File: src/rtl/serial_adder.sv
// Bit-serial WIDTH-bit adder: one full-adder bit per clock, LSB first, start/busy/done handshake.
// Optional signed-overflow output enabled by defining SERIAL_ADDER_OVF_EN.

module full_adder (
  input  logic a,
  input  logic b,
  input  logic ci,
  output logic s,
  output logic co
);
  assign s  = a ^ b ^ ci;
  assign co = (a & b) | (a & ci) | (b & ci);
endmodule

module serial_adder #(
  parameter int WIDTH = 8
) (
  input  logic             clk,
  input  logic             rst_n,
  input  logic             start,
  input  logic [WIDTH-1:0] a,
  input  logic [WIDTH-1:0] b,
  input  logic             c,
  output logic             busy,
  output logic             done,
  output logic [WIDTH-1:0] Sum,
  output logic             Carry
`ifdef SERIAL_ADDER_OVF_EN
  ,
  output logic             ovf
`endif
);

  // state | meaning
  // IDLE  | waiting for start; Sum/Carry hold the last result
  // RUN   | one operand bit processed per edge
  // DONE  | single-cycle done pulse, then back to IDLE
  localparam logic [1:0] IDLE = 2'd0;
  localparam logic [1:0] RUN  = 2'd1;
  localparam logic [1:0] DONE = 2'd2;

  localparam int             CW   = $clog2(WIDTH);
  localparam logic [CW-1:0]  LAST = CW'(WIDTH - 1);

  logic [1:0]       state;
  logic [CW-1:0]    cnt;
  logic [WIDTH-1:0] a_sr;
  logic [WIDTH-1:0] b_sr;
  logic [WIDTH-1:0] sum_sr;
  logic             carry_q;
  logic             carry_out_q;
  logic             bit_s;
  logic             bit_co;

  full_adder u_fa (
    .a  (a_sr[0]),
    .b  (b_sr[0]),
    .ci (carry_q),
    .s  (bit_s),
    .co (bit_co)
  );

  always_ff @(posedge clk or negedge rst_n) begin
    if (!rst_n) begin
      state       <= IDLE;
      cnt         <= '0;
      a_sr        <= '0;
      b_sr        <= '0;
      sum_sr      <= '0;
      carry_q     <= 1'b0;
      carry_out_q <= 1'b0;
    end else begin
      case (state)
        IDLE: begin
          if (start) begin
            a_sr    <= a;
            b_sr    <= b;
            carry_q <= c;
            cnt     <= '0;
            state   <= RUN;
          end
        end
        RUN: begin
          a_sr    <= a_sr >> 1;
          b_sr    <= b_sr >> 1;
          sum_sr  <= {bit_s, sum_sr[WIDTH-1:1]};
          carry_q <= bit_co;
          cnt     <= cnt + CW'(1);
          // Carry output is a separate flop so it stays put while the next add runs.
          if (cnt == LAST) begin
            carry_out_q <= bit_co;
            state       <= DONE;
          end
        end
        DONE:    state <= IDLE;
        default: state <= IDLE;
      endcase
    end
  end

`ifdef SERIAL_ADDER_OVF_EN
  // carry_q here is the carry into the MSB; XOR with carry out gives signed overflow.
  always_ff @(posedge clk or negedge rst_n) begin
    if (!rst_n) begin
      ovf <= 1'b0;
    end else if (state == RUN && cnt == LAST) begin
      ovf <= carry_q ^ bit_co;
    end
  end
`endif

  assign busy  = (state != IDLE);
  assign done  = (state == DONE);
  assign Sum   = sum_sr;
  assign Carry = carry_out_q;

endmodule

File: config.mk
export PLATFORM = sky130hd
export DESIGN_NAME = serial_adder
export DESIGN_NICKNAME = d
export VERILOG_FILES = /design/src/rtl/serial_adder.sv
export SDC_FILE = /design/constraint.sdc
export NUM_CORES = 1
export LEC_CHECK = 0
export CORE_UTILIZATION = 50
export DETAILED_ROUTE_END_ITERATION = 8
export GPL_ROUTABILITY_DRIVEN = 0
export GPL_TIMING_DRIVEN = 0
export PLACE_DENSITY = 0.86
export SYNTH_ARGS = -nofsm -noshare
export SYNTH_HDL_FRONTEND = slang
export SYNTH_SLANG_ARGS = --single-unit
File: constraint.sdc
create_clock -name clk -period 1.6 [get_ports clk]
set_input_delay 0.16 -clock clk [delete_from_list [all_inputs] [get_ports clk]]
set_output_delay 0.16 -clock clk [all_outputs]
set_load 0.02 [all_outputs]
# Yosys cells after proc, flatten, opt, wreduce, memory -nomap -nowiden
# Index checks and enable logic that the tools add are counted.
# W data, S select, Z words.
# op_classes
addsub	1
bitwise_logic	7
muxes	11
shift	0
order_cmp	0
multipliers	0
eq_ne	5
reduce_logical	6
n_div	0
# ops
cell	n
$pmux W8 S2	2
$mux W8	2
$pmux W3 S2	1
$reduce_and A2 Y1	3
$mux W2	2
$ne A2 B2 Y1 const B	2
$pmux W2 S2	1
$reduce_bool A2 Y1	2
$add A3 B1 Y3 const B	1
$and A1 B1 Y1	3
$eq A3 B3 Y1 const B	1
$mux W3	1
$eq A2 B1 Y1 const B	1
$eq A2 B2 Y1 const B	1
$logic_not A2 Y1	1
$or A1 B1 Y1	2
$pmux W1 S2	1
$xor A1 B1 Y1	2
$mux W1	1
# word_totals
mem_count	0
register_bits	31
mem_bits_rw	0
rom_bits	0
wordCells	37
latchBits	0
output_inout_bits	11

# Longest topological paths before layout
# logic_depth
word_depth	4
mapped_depth	4
ltp_nobuf	4

# Modules after synthesis
# A second synthesis with hierarchy kept.
# unflattened
hier_cells	139
hier_area_um2	1430.1
# by_module_without_submodules
module	instances	area_per_inst_um2	seq_area_each_um2	cells_each
serial_adder	1	1410.1	775.7	138
full_adder	1	20.0	0.0	1

# Worst setup path before layout
# Ideal clock, no wire load.
# synth_timing
path_type	reg-to-reg
from	register cnt[0]
to	register carry_out_q, in the netlist Carry
synth_period_minus_slack_ns	1.291
setup_time_ns	0.125
slack_ns	0.309
path_stages_with_launch	5
arrival_time_ns	1.167
required_ns	1.475
cell_sequence	dfrtp_1 -> ha_1 -> ha_1 -> nand3b_1 -> mux2_2
# synth_between
elab_chain_len	2
# synth_lines
item	line	source
start, declared	46	logic [CW-1:0] cnt;
start signal, assigned	88	cnt <= cnt + CW'(1);
$eq A3 B3 Y1	90	if (cnt == LAST) begin
$reduce_and A2 Y1 (no line)	--	
end signal, assigned	91	carry_out_q <= bit_co;
end, declared	51	logic carry_out_q;
# Every way passes these cells.
# A chain may end at the register's enable or synchronous reset.

# Final worst setup path
# layout_timing
from	register state[0]
to	output port busy
# layout_between
elab_chain_len	1
# layout_lines
item	line	source
start, declared	45	logic [1:0] state;
start signal, assigned	65	state <= IDLE;
start signal, assigned	80	state <= RUN;
start signal, assigned	92	state <= DONE;
$reduce_bool A2 Y1	112	assign busy = (state != IDLE);
end, declared	24	output logic busy,
# Every way passes these cells.

==> flow_summary.yaml <==
run_status:
  outcome: "complete, no violations"
cells_and_area:
  layout-drive-gt1-share_pct: 28.57
  final_util_pct: 67.79
  fin_nets: 170
  antenna_cells: 0
  multi_input_area_sq_um: 614.3
  area_growth_pct: 27.69
  design_area_sq_um: 1869
  ff_latch_area_sq_um: 775.7
  num-fill-cells: 209
  fin_cells: 178
placement:
  place_inst: 171
  dpl_cell_area_sq_um: 1803
  hpwl_mm: 2.121
  pre_cts_slack_ps: -172.1
  port_buffers: 30
routing:
  drt-vias-per-instance: 5.899
  drtAntennaViolNets: 0
  remaining_drc_errors: 0
  drt_iter0_drc: 32
  wl_per_cell_um: 16.30
  drt-pass1-iter-count: 4
  vias: 1050
  drt-total-wl_mm: 2.901
logic_synthesis:
  synth.area.top_cells: "dfrtp_1, o221a_2, or4b_1, mux2_2, nor3b_1"
  postSynthCellCount: 110
  synth_common_cells: "dfrtp_1, o221a_2, or4b_1, mux2_2, buf_2"
  synth_top_family_by_area: "simple AND/OR/NAND/NOR gates"
  synth_xor_area_share_pct: 0
  muxShareOfSynthArea_pct: 7.607
  synth.most_common_cell: "dfrtp_1"
  synthArstFlopShare_pct: 100.0
  ys_types: 25
  ys_warn_count: 0
  netlist_area_sq_um: 1464
  ys.flop_type: "dfrtp_1"
  syn_nets: 133
  synth_top_area_share_pct: 52.99
  syn-mean-instance-area_sq_um: 13.31
  synth_compound_area_share_pct: 14.44
  synthSimpleGateAreaFrac_pct: 16.84
  synth_fa_ha_area_share_pct: 3.077
  yosysSeqAreaShare_pct: 52.99
  synth_edf_count: 0
  ys_seq_elements: 31
  yosysTopAreaCell: "dfrtp_1"
floorplanning:
  placementRows: 19
  die_h_um: 56.11
  io_pins: 31
  fp.coreArea_sq_um: 2758
  die_w_um: 56.11
  initial_core_util_pct: 53.09
  dieArea_sq_um: 3148
setup_path:
  r2r_slack_ps: 130
  endpoint_kind: "output pin"
  worstSetupStartpointType: "flop"
  reg2regPathDepth: 4
  criticalPathCategory: "flop to output pin"
  arrival_ps: 1350
  required_ps: 1440
  rr_startpoint: "state[1]"
  cp_max_fo: 19
  r2r_end: "b_sr[4]"
power:
  pwr-share-seq_pct: 40.6
  vdd_drop_max_v: 0.001225
  p_sw_mw: 1.215
  pwr-share-clk_pct: 13.2
  swShare_pct: 34.96
  p_int_mw: 2.260
  p_leak_nw: 0.7953
  power.density_nw_per_um2: 1859
  report.power.total_mw: 3.475
  comb_power_share_pct: 46.2
clocking:
  htree_levels: 2
  cts.sinks: 31
  root_buffer: "clkbuf_4"
  cts-buffers-inserted: 5
  cts_tree: "yes"
  cts_max_path_buffers: 2
  clkTransAtPathRegs_ps: 90
  insertion_delay_ps: 340
sta:
  fin_crit_sh_pct: 94.52
  finalHoldViolations: 0
  setup_viol: 0
  rsz0062_at_grt: "no"
  tightest_slew_ps: 691.4
  fin_worst_skew_ps: 6.480
  clock.fmax_mhz: 661.2
  hold-worst-slack_ps: 412.2
  finalSetupTns_ps: 0
  setup_slack_ps: 87.65
  slew_headroom_pct: 53.91
  min_period_ps: 1512
  report.final.slew_viol_count: 0
grt:
  antenna_found_initial: 0
  grt_pass1_vias: 1074
  grt_pass1_wl_mm: 5.037
  grt_max_degree: 32
  track_usage_pct: 21.37
  globalRouteOverflowTotal: 0
flow_run:
  maxCapViolCount: 0
worst_hold_path:
  min_path_type: "input port to async pin"
-- kinds of logic (layout without fill, tap and decap cells) --
| family | count (synthesis) | count (layout) |
|---|---|---|
| compound gates | 22 | 22 |
| fa+ha+maj | 3 | 3 |
| buf+inv | 16 | 53 |
| flops | 31 | 31 |
| mux | 10 | 10 |
| simple gates | 28 | 28 |
-- worst max path at each step --
stage                  start       to  slack [ps]
floorplan             cnt[0]    Carry         310
global placement       rst_n  b_sr[7]        -130
detailed placement     rst_n  b_sr[7]        -170
CTS                 state[1]     done          70
global route        state[1]     done          20
finish              state[0]     busy          90
-- area by class of cell --
| type | count | share of cell area, % |
|---|---|---|
| plain buffers | 9 | 3.079 |
| flip-flops and latches | 31 | 41.50 |
| clock buffers | 6 | 2.744 |
| repair buffers | 32 | 16.47 |
| clock inverters | 1 | 0.2677 |
| multi-input cells | 63 | 32.86 |
| inverters | 5 | 1.004 |
| well taps | 31 | 2.075 |
-- sequential cells by signal, summed over array words and instances (netlist names) --
name	flops
Sum	8
a_sr	8
b_sr	8
cnt	3
state	2
Carry	1
carry_q	1
-- power groups by stage --
stage | clock (mW) | sequential (mW) | combinational, mW
floorplan | 0 | 1.50 | 0.951
global placement | 0 | 1.39 | 1.52
detailed placement | 0 | 1.42 | 1.61
CTS | 0.472 | 1.41 | 1.62
global route | 0.493 | 1.46 | 1.74
finish | 0.459 | 1.41 | 1.61
-- layer usage --
| metal | GRT usage [%] | wire length, um | vias to the layer above |
|---|---|---|---|
| li1 | - | - | 496 |
| met1 | 26.42 | 1260 | 514 |
| met4 | 12.54 | 78 | 0 |
| met5 | 0 | 0 | - |
| met3 | 4.419 | 125 | 8 |
| met2 | 34.52 | 1436 | 32 |
-- worst max-delay path: stages (launching register included) --
cell     delay [ps]
dfrtp_1         420
buf_6           170
or2_2           270
buf_2           160
-- what timing repair did --
action                     CTS  global route
setup buffers                1             0
pin swaps                    0             0
setup endpoints to repair    2             1
resized for setup            9             1
cloned                       0             0
hold endpoints to repair     0            31
hold buffers                 0             1
-- cell usage in the layout, fill, tap and decap left out --
cell type / instances
a21oi_1: 1
a211o_1: 2
o21ba_2: 1
or4b_1: 11
ha_1: 2
fa_1: 1
inv_1: 5
nor3b_1: 6
a22o_1: 2
nand2b_1: 1
dlygate4sd3_1: 1
clkdlybuf4s15_1: 1
buf_4: 1
and4bb_2: 1
dfrtp_1: 31
mux2_2: 9
o21bai_1: 1
buf_2: 6
o221a_2: 11
mux2i_1: 1
clkbuf_4: 5
a211oi_1: 4
buf_6: 2
nor4bb_1: 1
clkdlybuf4s50_1: 27
nor4b_1: 4
nor2b_1: 1
clkbuf_8: 1
or2_2: 1
and2b_1: 1
nand3b_1: 1
clkbuf_2: 3
clkinv_2: 1
Note: power is estimated with default switching activity, not from simulation.
